`config.mk`:
```
export PLATFORM = sky130hd
export DESIGN_NAME = stack_sequencer
export DESIGN_NICKNAME = d
export VERILOG_FILES = /design/src/rtl/stack_sequencer.sv
export SDC_FILE = /design/constraint.sdc
export NUM_CORES = 1
export LEC_CHECK = 0
export CORE_ASPECT_RATIO = 1.1
export CORE_MARGIN = 4
export CORE_UTILIZATION = 50
export CTS_BUF_LIST = sky130_fd_sc_hd__clkbuf_16
export CTS_CLUSTER_DIAMETER = 30
export DETAILED_ROUTE_END_ITERATION = 8
export DONT_BUFFER_PORTS = 1
export PLACE_DENSITY_LB_ADDON = 0.08
export SLEW_MARGIN = 25
export SYNTH_ARGS = -nofsm -noshare
export SYNTH_HDL_FRONTEND = slang
export SYNTH_SLANG_ARGS = --single-unit
export TNS_END_PERCENT = 1
```
`constraint.sdc`:
```
create_clock -name clk -period 4.05 [get_ports clk]
set_input_delay 1.215 -clock clk [delete_from_list [all_inputs] [get_ports clk]]
set_output_delay 1.215 -clock clk [all_outputs]
set_load 0.005 [all_outputs]
```
`src/rtl/stack_sequencer.sv`:
```
// Stack sequencer: walks decoded push/pop masks, issuing one 16-bit stack bus transfer per set bit.
// Pushes run lowest bit first, pops highest bit first, and every push finishes before the first pop.
module stack_sequencer #(
  parameter int ADDR_W = 20
) (
  input  logic              clk,
  input  logic              reset,
  input  logic              start,
  input  logic [15:0]       push_mask,
  input  logic [15:0]       pop_mask,
  input  logic [15:0]       sp_in,
  input  logic [15:0]       ss_in,
  output logic              busy,
  output logic              done,
  output logic [15:0]       sp_out,
  output logic [3:0]        rd_sel,
  input  logic [15:0]       rd_data,
  output logic              wb_valid,
  output logic [3:0]        wb_sel,
  output logic [15:0]       wb_data,
  output logic              bus_req,
  output logic              bus_wr,
  output logic [ADDR_W-1:0] bus_addr,
  output logic [15:0]       bus_wdata,
  input  logic              bus_ack,
  input  logic [15:0]       bus_rdata
);
  localparam logic [3:0] SP_IDX = 4'd4;

  typedef enum logic [1:0] {IDLE, PUSH, POP, DONE} state_t;

  state_t            r_state, w_next;
  logic [15:0]       r_push, r_pop, r_sp_w, r_ss_w, r_sp_out, r_wdata, r_wb_data;
  logic [ADDR_W-1:0] r_addr;
  logic [3:0]        r_wb_sel;
  logic              r_busy, r_done, r_req, r_wr, r_wb_valid;
  logic [3:0]        w_push_n, w_pop_n;
  logic [15:0]       w_push_rest, w_pop_rest, w_sp_dec;
  logic              w_ack, w_accept;

  function automatic logic [3:0] lowest_bit(input logic [15:0] m);
    lowest_bit = 4'd0;
    for (int i = 15; i >= 0; i--)
      if (m[i]) lowest_bit = 4'(i);
  endfunction

  function automatic logic [3:0] highest_bit(input logic [15:0] m);
    highest_bit = 4'd0;
    for (int i = 0; i < 16; i++)
      if (m[i]) highest_bit = 4'(i);
  endfunction

  function automatic logic [ADDR_W-1:0] phys(input logic [15:0] seg, input logic [15:0] off);
    phys = ADDR_W'({seg, 4'h0}) + ADDR_W'(off);
  endfunction

  assign w_push_n    = lowest_bit(r_push);
  assign w_pop_n     = highest_bit(r_pop);
  assign w_push_rest = r_push & ~(16'd1 << w_push_n);
  assign w_pop_rest  = r_pop & ~(16'd1 << w_pop_n);
  assign w_sp_dec    = r_sp_w - 16'd2;
  assign w_ack       = r_req & bus_ack;
  assign w_accept    = start & ~r_busy & (r_state == IDLE);

  always_ff @(posedge clk) begin
    if (reset) r_state <= IDLE;
    else       r_state <= w_next;
  end

  always_comb begin
    w_next = r_state;
    case (r_state)
      IDLE: if (w_accept) begin
        if (push_mask != 16'd0)     w_next = PUSH;
        else if (pop_mask != 16'd0) w_next = POP;
        else                        w_next = DONE;
      end
      PUSH: if (w_ack) begin
        if (w_push_rest != 16'd0) w_next = PUSH;
        else if (r_pop != 16'd0)  w_next = POP;
        else                      w_next = DONE;
      end
      POP: if (w_ack) begin
        if (w_pop_rest != 16'd0) w_next = POP;
        else                     w_next = DONE;
      end
      DONE: w_next = IDLE;
      default: w_next = IDLE;
    endcase
  end

  // Each transfer is a setup cycle (bus_req low, outputs loaded) followed by a held
  // request until ack; the setup cycle doubles as the mandatory gap between transfers.
  always_ff @(posedge clk) begin
    if (reset) begin
      r_push     <= 16'd0;
      r_pop      <= 16'd0;
      r_sp_w     <= 16'd0;
      r_ss_w     <= 16'd0;
      r_sp_out   <= 16'd0;
      r_wdata    <= 16'd0;
      r_wb_data  <= 16'd0;
      r_wb_sel   <= 4'd0;
      r_addr     <= '0;
      r_busy     <= 1'b0;
      r_done     <= 1'b0;
      r_req      <= 1'b0;
      r_wr       <= 1'b0;
      r_wb_valid <= 1'b0;
    end else begin
      r_done     <= 1'b0;
      r_wb_valid <= 1'b0;
      case (r_state)
        IDLE: begin
          if (r_busy) begin
            r_busy <= 1'b0;
          end else if (start) begin
            r_push <= push_mask;
            r_pop  <= pop_mask;
            r_sp_w <= sp_in;
            r_ss_w <= ss_in;
            r_busy <= 1'b1;
          end
        end
        PUSH: begin
          if (!r_req) begin
            r_sp_w  <= w_sp_dec;
            r_req   <= 1'b1;
            r_wr    <= 1'b1;
            r_addr  <= phys(r_ss_w, w_sp_dec);
            r_wdata <= (w_push_n == SP_IDX) ? w_sp_dec : rd_data;
          end else if (bus_ack) begin
            r_req  <= 1'b0;
            r_push <= w_push_rest;
          end
        end
        POP: begin
          if (!r_req) begin
            r_req  <= 1'b1;
            r_wr   <= 1'b0;
            r_addr <= phys(r_ss_w, r_sp_w);
          end else if (bus_ack) begin
            r_req      <= 1'b0;
            r_pop      <= w_pop_rest;
            r_wb_valid <= 1'b1;
            r_wb_sel   <= w_pop_n;
            r_wb_data  <= bus_rdata;
            r_sp_w     <= (w_pop_n == SP_IDX) ? bus_rdata : r_sp_w + 16'd2;
          end
        end
        DONE: begin
          r_done   <= 1'b1;
          r_sp_out <= r_sp_w;
        end
        default: ;
      endcase
    end
  end

  assign busy      = r_busy;
  assign done      = r_done;
  assign sp_out    = r_sp_out;
  assign rd_sel    = (r_state == PUSH) ? w_push_n : 4'd0;
  assign wb_valid  = r_wb_valid;
  assign wb_sel    = r_wb_sel;
  assign wb_data   = r_wb_data;
  assign bus_req   = r_req;
  assign bus_wr    = r_wr;
  assign bus_addr  = r_addr;
  assign bus_wdata = r_wdata;

endmodule

```
==> metrics.yaml, run 1 <==
clocking:
  clk_pin_slew_ns: 0.06
  cts.path.max_buffers: 2
  clock_tree_root_buffer_cell: "clkbuf_16"
  cts_tree: "built"
  clkLatencyLatePin_ns: 0.43
  clk_sinks: 143
  cts_made_buffers: 17
  postCtsSetupRepairBufs: 0
  ctsHtreeMaxLevel: 4
floorplanning:
  initial_core_util_pct: 50.8
  boundaryPins: 181
  dieHeight_um: 140
  design.die.area_mm2: 0.0180
  core_mm2: 0.0157
  placement_rows: 48
  die-width_um: 128
synthesis:
  synth_mux_area_share_pct: 3.54
  synth_flop_cell: "dfxtp_1"
  post_synth_main_area_contributors: "dfxtp_1 (36%), nand2_1 (9.5%), a21oi_1 (7.3%), nor2_1 (5.6%), o21ai_0 (4.5%)"
  yosys_warnings: 0
  synth_compound_gate_area_share_pct: 22.4
  async_reset_ff_share_pct: 0
  ys_ff_latch: 143
  number_of_synthesized_flops_with_an_enable_pin: 0
  main_combinational_cell_family_by_area_after_synthesis: "simple AND/OR/NAND/NOR gates"
  synth_area_leader: "dfxtp_1"
  yosysTopAreaCellShare_pct: 36.0
  synth_fa_ha_area_share_pct: 3.49
  synth_seq_area_share_pct: 36.0
  total_standard_cell_area_after_synthesis_mm2: 0.00796
  synth-xor-area-share_pct: 5.50
  postSynthAreaPerCell_um2: 7.43
  synthCells: 1071
  syn-num-nets: 1191
  synth_simple_gate_area_share_pct: 24.5
  synthDistinctLibCells: 72
sta:
  summed_negative_setup_slack_over_all_endpoints_ns: 0
  fin_crit_sh_pct: 91.6
  final.setup_skew_ns: 0.0107
  maxClockFrequency_ghz: 0.270
  slew_headroom_pct: 32.4
  finalHoldViolCount: 0
  final.setup.worst_slack_ns: 0.342
  report.final.setup_viol: 0
  worstMarginPinSlew_ns: 1.01
  finalWorstPathRequiredPeriod_ns: 3.71
  rsz0062_at_grt: "false"
  max_slew_vio_count: 0
place:
  detailedPlace.worstSlack_ns: 0.219
  detailedPlacementHpwl_mm: 17.8
  globalplace.congestion: 0.899
  portBuffers: 0
drt:
  firstDrtPassIters: 5
  dr_total_vias: 7456
  routedWlPerCell_um: 19.6
  detailedRoute.firstIterationViolations: 569
  drc_errors: 0
  routed_wl_mm: 24.3
  via_per_inst: 6.01
  ant_nets: 0
global_route:
  global_route_wire_length_before_repair_mm: 37.8
  grt_usage_pct: 26.6
  grt_max_degree: 131
  overflow: 0
  antenna_found_initial: 0
  grt_pass1_vias: 7042
status:
  run_status: "complete, no violations"
critical_path:
  critPathArrivalTime_ns: 4.06
  cpMaxStageDelayCell: "or3_4"
  critPathLaunchType: "flop"
  crit_family: "simple AND/OR/NAND/NOR gates"
  endpoint_kind: "flop"
  worstPathRequired_ns: 4.40
  worstPathCellList: "inv_1 -> ha_1 -> nor3b_4 -> nand2_1 -> or3_1 -> or3_4 -> nor4_2 -> xor2_1 -> ha_1 -> nand3_1 -> or3_1 -> a31oi_1 -> nand3_1 -> xor2_1 -> a211oi_1"
  critical-path-max-stage-delay_ns: 0.39
  timing.critical_path.buf_inv: 1
  path_max_fanout: 6
  path_class: "flop to flop"
power:
  leakage_nw: 3.21
  power.total_mw: 8.39
  pwr_density_cell_mw_per_mm2: 972
  vdd_ir_drop_max_mv: 0.376
layout:
  layout-drive-gt1-share_pct: 7.78
  nNetsFinal: 1148
  nFillCells: 1579
  antennaDiodeCount: 0
  area_growth_pct: 8.38
hold_path:
  holdCritPathClass: "flop to flop"
job:
  max_cap_viols: 0
-- Yosys cell counts (all sizes together) (16+ instances only) --
master and n:
nor2 118, inv 19, xnor2 26, dfxtp 143
nor3 20, or3 17, mux2i 27, clkbuf 68
nand3 20, a21oi 116, ha 19, nand2 201
nor4 18, o21ai 73, xor2 24, and2 16
-- cell families (layout without fill, tap and decap cells) --
logic type | count (synthesis) | count (layout)
and+or+nand+nor | 441 | 441
AOI/OAI and AO/OA | 290 | 290
muxes | 28 | 28
xor gates and xnor gates | 50 | 50
DFF | 143 | 143
adders and majority gates | 22 | 22
buffers and inverters | 97 | 67
-- power by group --
group | switching (mW) | internal, mW
Combinational | 2.83 | 1.75
Clock | 0.618 | 0.891
Sequential | 0.526 | 1.77
-- repair_timing --
| action | in CTS | in global routing |
|---|---|---|
| setup endpoints to repair | 0 | 1 |
| resized for setup | 0 | 5 |
| hold buffers | 0 | 0 |
-- through the flow --
stage | area, µm² | hold WS (ns) | cells | util [%]
finish | 8630 | 0.463 | 1241 | 55.0
global placement | 8040 | 0.445 | 1209 | 51.3
global route | 8630 | 0.477 | 1241 | 55.0
detailed placement | 8040 | 0.452 | 1209 | 51.3
floorplan | 7960 | 0.441 | 1071 | -
CTS | 8600 | 0.461 | 1241 | 54.8
-- layout by cell type (no fill, tap or decap), types with 19 or more instances in the layout --
master	n
a21oi_1	116
inv_1	23
nor2_1	117
xor2_1	24
mux2i_1	27
xnor2_1	26
nand3_1	20
nand2_1	201
dfxtp_1	143
o21ai_0	70
ha_1	19
-- final cells by class --
class / instances / area [µm²] / area share (%)
Tap cell: 200 / 250 / 2.90
Clock buffer: 17 / 425 / 4.93
Timing Repair Buffer: 15 / 113 / 1.31
Sequential cell: 143 / 2860 / 33.2
Multi-Input combinational cell: 831 / 4770 / 55.3
Inverter: 20 / 75.1 / 0.870
Clock inverter: 15 / 131 / 1.52
-- state kept, by name (all words and copies together), names as in the netlist --
name	count
wb_data	16
busy	1
bus_wr	1
wb_sel	4
r_sp_w	16
bus_addr	20
r_push	16
wb_valid	1
r_pop	16
bus_wdata	16
r_state	2
r_ss_w	16
sp_out	16
done	1
bus_req	1
-- worst reg2reg max path, cell delays in order, from the launching register on --
cell,delay (ns)
dfxtp_1,0.36
inv_1,0.10
ha_1,0.20
nor3b_4,0.24
nand2_1,0.14
or3_1,0.38
or3_4,0.39
nor4_2,0.17
xor2_1,0.11
ha_1,0.33
nand3_1,0.10
or3_1,0.37
a31oi_1,0.25
nand3_1,0.12
xor2_1,0.15
a211oi_1,0.21
-- layer usage --
metal / GRT usage, % / vias to the layer above / wire (µm)
li1: - / 3655 / -
met1: 31.8 / 3505 / 9750
met2: 46.2 / 250 / 12400
met3: 6.64 / 46 / 1530
met4: 8.99 / 0 / 662
met5: 0 / - / 0
-- final timing paths --
kind	start	endpoint	slack, ns	cells past startpoint
setup / recovery	r_sp_w[1]$_SDFFE_PP0P_	bus_addr[18]$_SDFFE_PP0P_	0.34	15
setup reg to reg	r_sp_w[1]$_SDFFE_PP0P_	bus_addr[18]$_SDFFE_PP0P_	0.34	15
hold reg to reg	r_ss_w[2]$_SDFFE_PP0P_	r_ss_w[2]$_SDFFE_PP0P_	0.46	2
hold / removal	r_ss_w[2]$_SDFFE_PP0P_	r_ss_w[2]$_SDFFE_PP0P_	0.46	2
Power figures use the tool's default switching activity.
==> inputs of run 2 (changes only) <==
--- a/config.mk
+++ b/config.mk
@@ -5,7 +5,6 @@
 export SDC_FILE = /design/constraint.sdc
 export NUM_CORES = 1
 export LEC_CHECK = 0
-export CORE_ASPECT_RATIO = 1.1
 export CORE_MARGIN = 4
 export CORE_UTILIZATION = 50
 export CTS_BUF_LIST = sky130_fd_sc_hd__clkbuf_16
==> run 2 against run 1 <==
  * Flip-flop and latch count unchanged
  * Count of clock-buffer cells in the layout unchanged
  * Clock skew increased by 0.0014 ns
  * Critical path depth unchanged
  * Largest cell class unchanged
==> metrics.yaml, run 2 (synthesis results as in run 1) <==
place:
  place_inst: 1223  # was 1209
  portBuffers: 0  # unchanged
  detailedPlacementHpwl_mm: 17.9  # was 17.8 mm
  globalplace.congestion: 0.932  # was 0.899
drt:
  dr_total_vias: 7463  # was 7456
  drc_errors: 0  # unchanged
  via_per_inst: 5.95  # was 6.01
  firstDrtPassIters: 7  # was 5
  detailedRoute.firstIterationViolations: 608  # was 569
  routed_wl_mm: 24.3  # about the same
  routedWlPerCell_um: 19.4  # was 19.6 µm
  ant_nets: 0  # unchanged
critical_path:
  reg2reg_setup_slack_ns: 0.34  # about the same
  path_class: "flop to flop"  # unchanged
  worstPathRequired_ns: 4.39  # was 4.40 ns
  timing.critical_path.buf_inv: 1  # unchanged
  critical_path.startpoint: "r_sp_w[2]$_SDFFE_PP0P_"  # was r_sp_w[1]$_SDFFE_PP0P_
  reg_to_reg_critical_path_startpoint: "r_sp_w[2]$_SDFFE_PP0P_"  # was r_sp_w[1]$_SDFFE_PP0P_
  crit_family: "simple AND/OR/NAND/NOR gates"  # unchanged
  critical-path-max-stage-delay_ns: 0.41  # was 0.39 ns
  endpoint_kind: "flop"  # unchanged
  path_max_fanout: 6  # unchanged
  critPathLaunchType: "flop"  # unchanged
  reg2regPathDepth: 15  # unchanged
  critPathArrivalTime_ns: 4.05  # was 4.06 ns
  cpMaxStageDelayCell: "or3_4"  # unchanged
  setup.worst_path.end: "bus_addr[18]$_SDFFE_PP0P_"  # unchanged
  worstPathCellList: "inv_1 -> ha_1 -> nor3b_4 -> nand2_1 -> or3_1 -> or3_4 -> nor2_1 -> xor2_1 -> ha_1 -> nand3_1 -> or3_1 -> a31oi_2 -> nand3_1 -> xor2_1 -> a211oi_1"  # was inv_1 -> ha_1 -> nor3b_4 -> nand2_1 -> or3_1 -> or3_4 -> nor4_2 -> xor2_1 -> ha_1 -> nand3_1 -> or3_1 -> a31oi_1 -> nand3_1 -> xor2_1 -> a211oi_1
  worstReg2RegEnd: "bus_addr[18]$_SDFFE_PP0P_"  # unchanged
  cp.depth: 15  # unchanged
power:
  cellInternalPower_mw: 4.46  # was 4.41 mW
  clockPowerShare_pct: 18.5  # was 18.0%
  vdd_ir_drop_max_mv: 0.410  # was 0.376 mV
  sequentialPowerShare_pct: 26.8  # was 27.4%
  leakage_nw: 3.21  # about the same
  p_switching_mw: 4.04  # was 3.98 mW
  power_switching_share_pct: 47.6  # was 47.4%
  pwr_density_cell_mw_per_mm2: 977  # was 972 mW/mm²
  combinational_power_share_pct: 54.8  # was 54.6%
global_route:
  grt_max_degree: 131  # unchanged
  overflow: 0  # unchanged
  grt_pass1_vias: 7064  # was 7042
  antenna_found_initial: 0  # unchanged
  global_route_wire_length_before_repair_mm: 38.7  # was 37.8 mm
  grt_usage_pct: 26.8  # was 26.6%
sta:
  max_slew_vio_count: 0  # unchanged
  maxClockFrequency_ghz: 0.270  # about the same
  report.final.setup_viol: 0  # unchanged
  finalHoldViolCount: 0  # unchanged
  worstMarginPinSlew_ns: 0.906  # was 1.01 ns
  final.setup_skew_ns: 0.0121  # was 0.0107 ns
  fin_crit_sh_pct: 91.6  # about the same
  finalWorstPathRequiredPeriod_ns: 3.71  # about the same
  finalHoldWorstSlack_ns: 0.468  # was 0.463 ns
  slew_headroom_pct: 39.6  # was 32.4%
layout:
  final-instance-count-excl-fill: 1255  # was 1241
  antennaDiodeCount: 0  # unchanged
  largest_register_ffs: 20  # unchanged
  mostFrequentLayoutCell: "nand2_1"  # unchanged
  final_cell_mix: "nand2_1 (201), dfxtp_1 (143), nor2_1 (117), a21oi_1 (116), o21ai_0 (70)"  # unchanged
  nNetsFinal: 1151  # was 1148
  area_growth_pct: 9.40  # was 8.38%
  layout-drive-gt1-share_pct: 8.62  # was 7.78%
  nFillCells: 1502  # was 1579
clocking:
  clkLatencyLatePin_ns: 0.43  # about the same
  clock_tree_root_buffer_cell: "clkbuf_16"  # unchanged
  ctsHtreeMaxLevel: 4  # unchanged
  clk_pin_slew_ns: 0.06  # about the same
  cts_repair_resize_count: 0  # unchanged
  cts_tree: "built"  # unchanged
  postCtsSetupRepairBufs: 0  # unchanged
  cts.hold.buffers_added: 0  # unchanged
  clk_sinks: 143  # unchanged
  cts_made_buffers: 17  # unchanged
  cts.path.max_buffers: 2  # unchanged
floorplanning:
  dieHeight_um: 134  # was 140 µm
  initial_core_util_pct: 51.8  # was 50.8%
  design.die.area_mm2: 0.0180  # about the same
  placement_rows: 45  # was 48
  core_mm2: 0.0154  # was 0.0157 mm²
  boundaryPins: 181  # unchanged
  die-width_um: 134  # was 128 µm
job:
  max_cap_viols: 0  # unchanged
status:
  run_status: "complete, no violations"  # unchanged
hold_path:
  holdCritPathClass: "flop to flop"  # unchanged
## run 2: changes by cell type in the layout (fill, tap and decap cells not counted)
cell / previous run / this run
clkinvlp_4: 1 / 3
nor4_4: 0 / 1
a31oi_1: 9 / 8
clkinv_2: 3 / 1
nor4_2: 2 / 1
inv_6: 1 / 4
a31oi_2: 0 / 1
ha_2: 0 / 1
buf_4: 15 / 18
ha_1: 19 / 18
inv_1: 23 / 19
inv_8: 0 / 1
## run 2: per-layer routing
layer / vias up / track usage (%) / routed length, µm
li1: 3651 / - / -
met1: 3507 / 32.6 / 9790
met2: 256 / 45.4 / 12100
met3: 49 / 6.90 / 1730
met4: 0 / 10.7 / 750
met5: - / 0 / 0
## run 2: per-stage QoR
stage / setup WS (ns) / cell area [µm²] / TNS, ns / utilization (%) / power [mW]
CTS: 0.184 / 8660 / 0 / 56.4 / 8.46
global route: -0.00505 / 8710 / -0.00505 / 56.6 / 9.18
finish: 0.341 / 8710 / 0 / 56.6 / 8.51
global placement: 0.306 / 8070 / 0 / 52.5 / 6.87
detailed placement: 0.246 / 8080 / 0 / 52.6 / 6.87
floorplan: 0.311 / 7960 / 0 / - / 5.71
## run 2: worst min-delay path by stage
stage / from / end / depth (start not counted)
floorplan: r_ss_w[0]$_SDFFE_PP0P_ / r_ss_w[0]$_SDFFE_PP0P_ / 2
global placement: r_ss_w[0]$_SDFFE_PP0P_ / r_ss_w[0]$_SDFFE_PP0P_ / 2
detailed placement: r_ss_w[0]$_SDFFE_PP0P_ / r_ss_w[0]$_SDFFE_PP0P_ / 2
CTS: r_ss_w[0]$_SDFFE_PP0P_ / r_ss_w[0]$_SDFFE_PP0P_ / 2
global route: bus_addr[7]$_SDFFE_PP0P_ / bus_addr[7]$_SDFFE_PP0P_ / 2
finish: r_ss_w[2]$_SDFFE_PP0P_ / r_ss_w[2]$_SDFFE_PP0P_ / 2
## run 2: worst reg2reg max path: cells and delay by family (launching register included)
kind                       cells  cell delay, ns
buffers and inverters          1            0.10
adders and majority gates      2            0.57
AOI/OAI and AO/OA              2            0.45
and+or+nand+nor                8            1.92
xor gates and xnor gates       2            0.23
DFF                            1            0.36
## run 2: power by group through the flow
| stage | Combinational, mW | Sequential (mW) | Clock [mW] |
|---|---|---|---|
| floorplan | 3.70 | 2.01 | 0 |
| global placement | 4.59 | 2.29 | 0 |
| detailed placement | 4.58 | 2.29 | 0 |
| CTS | 4.61 | 2.26 | 1.59 |
| global route | 5.20 | 2.33 | 1.66 |
| finish | 4.66 | 2.28 | 1.57 |
## run 2: final cells by class
class	instances	area [µm²]	share of cell area, %
multi-input combinational	831	4790	55.0
sequential	143	2860	32.9
clock buffer	17	425	4.89
tap	211	264	3.03
clock inverter	15	159	1.82
timing repair buffer	18	135	1.55
inverter	20	75.1	0.862
==> variant 1, RTL diff (flow settings as in run 2) <==
The parameter `ADDR_W` goes from 20 to 28.
--- a/src/rtl/stack_sequencer.sv
+++ b/src/rtl/stack_sequencer.sv
@@ -1,7 +1,7 @@
 // Stack sequencer: walks decoded push/pop masks, issuing one 16-bit stack bus transfer per set bit.
 // Pushes run lowest bit first, pops highest bit first, and every push finishes before the first pop.
 module stack_sequencer #(
-  parameter int ADDR_W = 20
+  parameter int ADDR_W = 28
 ) (
   input  logic              clk,
   input  logic              reset,
Ports: changed (resized bus_addr); port bits go from 181 to 189. The function was not compared with the original's and may differ.
==> variant 1 against run 2 <==
  * Sequential power fell by 2%
  * Power up 3.2%
  * Cell area rose by 1.8%
  * Highest routed layer unchanged
  * Routed wire length fell by 0.51%
  * Sequential cell count increased by 1
  * Largest power group unchanged
  * Setup slack got worse by 0.18 ns
  * Area after synthesis up 1.7%
  * Core utilization shrank 0.87 points
  * Fmax is 4.6% lower
==> variant 1: results (changes against run 2) <==
Distinct cells, synth=66 (was 72); Pleak=3.37 nW (was 3.21 nW); area post-placement=0.00826 mm² (was 0.00808 mm²); switching pwr=4.17 mW (was 4.04 mW); Clock Skews=0.0111 ns (was 0.0121 ns); outcome=complete, no violations (unchanged); Critical Path AT=4.22 ns (was 4.05 ns); layout cells sized above 1=0.0698 (was 0.0862); CP peak stage delay=0.54 ns (was 0.41 ns); final worst slack=0.164 ns (was 0.341 ns); Gate power share=0.568 (was 0.548); Post-Synth Adder-Cell Area=0.0331 (was 0.0349); Largest register FFs=21 (was 20); cell count after synthesis=1097 (was 1071); post-synthesis xor/xnor area fraction=0.0563 (was 0.0550); slowest stage cell, crit path=or4b_1 (was or3_4); Hold WS=0.465 ns (was 0.468 ns); register area share after synthesis=0.356 (was 0.360); hpwl dp=17700 µm (was 17900 µm); sequential power share=0.254 (was 0.268); routing usage on met3=0.0929 (was 0.0690); gr usage total=0.259 (was 0.268); Filler cells=1606 (was 1502); drt first pass iters=5 (was 7); Synth area leaders=dfxtp_1 36%, nand2_1 8.1%, a21oi_1 7.4% (was dfxtp_1 36%, nand2_1 9.5%, a21oi_1 7.3%); worst relative slew slack=0.316 (was 0.396); wire per inst=18.8 µm (was 19.4 µm); compound-gate portion of the synthesized area=0.222 (was 0.224); nets=1184 (was 1151); GR Layer Usage met1=0.366 (was 0.326); vias in the first global route=7035 (was 7064); R2R Setup Slk=0.16 ns (was 0.34 ns); mux contribution to synthesized area=0.0236 (was 0.0354); global-route wire length before repair=37800 µm (was 38700 µm); largest net degree at the start of global routing=146 (was 131); via count=7605 (was 7463)
-- variant 1: changes by cell type after synthesis, moves of 6 or more --
cell | before | now
buf_4 | 0 | 7
nor2b_1 | 4 | 10
o21ai_0 | 71 | 44
a31o_2 | 12 | 1
o21a_1 | 0 | 9
nor3_1 | 19 | 32
a21o_1 | 6 | 12
nand2_1 | 201 | 175
mux2i_1 | 27 | 18
a31oi_1 | 9 | 16
nor2_1 | 118 | 155
and2_1 | 15 | 5
-- variant 1: layout make-up --
cell class	instances	area, µm²	area share
Timing Repair Buffer	27	203	0.0229
Clock inverter	13	150	0.0169
Multi-Input combinational cell	856	4860	0.549
Tap cell	216	270	0.0305
Sequential cell	144	2880	0.325
Inverter	18	67.6	0.00763
Clock buffer	17	425	0.0480
-- variant 1: worst register-to-register path, cell delays in order, from the launching register on --
cell      delay (ns)
dfxtp_1         0.31
inv_1           0.05
ha_1            0.18
or3b_1          0.41
or3_1           0.33
or4b_1          0.54
or3_4           0.38
nor2_1          0.12
xor2_1          0.08
ha_1            0.33
o21ai_1         0.12
a21boi_1        0.16
a21o_1          0.23
or3_1           0.31
a311oi_1        0.25
-- variant 1: final timing paths --
check,from,to,cells past startpoint
max,r_sp_w[1]$_SDFFE_PP0P_,bus_addr[18]$_SDFFE_PP0P_,14
min,r_ss_w[0]$_SDFFE_PP0P_,r_ss_w[0]$_SDFFE_PP0P_,2
max reg2reg,r_sp_w[1]$_SDFFE_PP0P_,bus_addr[18]$_SDFFE_PP0P_,14
min reg2reg,r_ss_w[0]$_SDFFE_PP0P_,r_ss_w[0]$_SDFFE_PP0P_,2
-- variant 1: routing by layer --
layer  up-vias  share of wire
li1       3754              -
met1      3521           0.47
met2       304           0.42
met3        26          0.099
met4         0          0.012
met5         -              0
==> variant 2, RTL diff (flow settings as in run 2) <==
Without the edit above. Reset style: asynchronous (`reset`), changed in 2 clocked blocks.
--- a/src/rtl/stack_sequencer.sv
+++ b/src/rtl/stack_sequencer.sv
@@ -62,7 +62,7 @@
   assign w_ack       = r_req & bus_ack;
   assign w_accept    = start & ~r_busy & (r_state == IDLE);
 
-  always_ff @(posedge clk) begin
+  always_ff @(posedge clk or posedge reset) begin
     if (reset) r_state <= IDLE;
     else       r_state <= w_next;
   end
@@ -91,7 +91,7 @@
 
   // Each transfer is a setup cycle (bus_req low, outputs loaded) followed by a held
   // request until ack; the setup cycle doubles as the mandatory gap between transfers.
-  always_ff @(posedge clk) begin
+  always_ff @(posedge clk or posedge reset) begin
     if (reset) begin
       r_push     <= 16'd0;
       r_pop      <= 16'd0;
Function: differs if reset is asserted again (counterexample within 4 cycles, from zero or initial values and one cycle with reset high); with reset held inactive, the same outputs for 4 cycles.
==> variant 2 against run 2 <==
  * Routed wire length fell by 1.7%
  * Combinational power fell by 2%
  * Area after synthesis increased by 5.5%
  * Power rose by 7.2%
  * Critical endpoint is now bus_addr[16]$_DFFE_PP0P_
  * Cell area rose by 5.1%
  * Setup slack better by 0.041 ns
  * Largest cell class unchanged
  * First-iteration DRC count fell by 25%
  * Sequential power up 32%
  * Via count down 10%
  * Critical path type unchanged
  * Sequential cell count is the same
==> variant 2: results (changes against run 2) <==
slowest stage cell, crit path=dfrtp_1 (was or3_4); GPL Wtd Cong=0.887 (was 0.932); Pleak=4.08 nW (was 3.21 nW); drt first pass iters=5 (was 7); wire per inst=21.4 µm (was 19.4 µm); CP peak stage delay=0.50 ns (was 0.41 ns); crit path from=r_sp_w[1]$_DFFE_PP0P_ (was r_sp_w[2]$_SDFFE_PP0P_); pre-CTS setup slack=0.435 ns (was 0.246 ns); Clock Skews=0.0135 ns (was 0.0121 ns); GR Layer Usage met1=0.327 (was 0.326); Crit Path Max Fanout=10 (was 6); top cells by count, synth=143 x dfrtp_1, 118 x nand2_1, 87 x o21ai_0 (was 201 x nand2_1, 143 x dfxtp_1, 118 x nor2_1); gr usage total=0.254 (was 0.268); layout cells sized above 1=0.136 (was 0.0862); top-area cell type share of the netlist area=0.426 (was 0.360); Final Power=9.12 mW (was 8.51 mW); R2R Setup Slk=0.38 ns (was 0.34 ns); initial DRC count=457 (was 608); global-route wire length before repair=37100 µm (was 38700 µm); cell count after synthesis=907 (was 1071); Critical Path End=bus_addr[16]$_DFFE_PP0P_ (was bus_addr[18]$_SDFFE_PP0P_); Post-Syn Nets=1027 (was 1191); hold endpoint=wb_sel[2]$_DFFE_PP0P_ (was r_ss_w[2]$_SDFFE_PP0P_); outcome=complete, no violations (unchanged); register area share after synthesis=0.426 (was 0.360)
-- variant 2: area by class of cell --
class	instances	area (µm²)
timing repair buffer	13	110
inverter	27	105
tap	220	275
clock buffer	17	425
sequential	143	3580
clock inverter	15	150
multi-input combinational	684	4510
fill	1478	7370
-- variant 2: routing by layer --
metal	up-vias	routed length, µm
met5	-	0
met4	0	309
met3	20	1600
met2	203	12100
met1	3288	9940
li1	3205	-
-- variant 2: tightest hold or removal path, delay by kind of cell (launching register included) --
family           cells  cell delay [ns]
flip-flops           1             0.37
AO/OA/AOI/OAI        1             0.06
AND/OR/NAND/NOR      1             0.05
-- variant 2: cell families after synthesis --
logic type / share of synthesized area
AO/OA/AOI/OAI: 0.185
flip-flops: 0.426
adder cells (fa/ha/maj): 0.0331
XOR/XNOR: 0.0553
multiplexers: 0.0812
AND/OR/NAND/NOR: 0.181
buffers and inverters: 0.0390
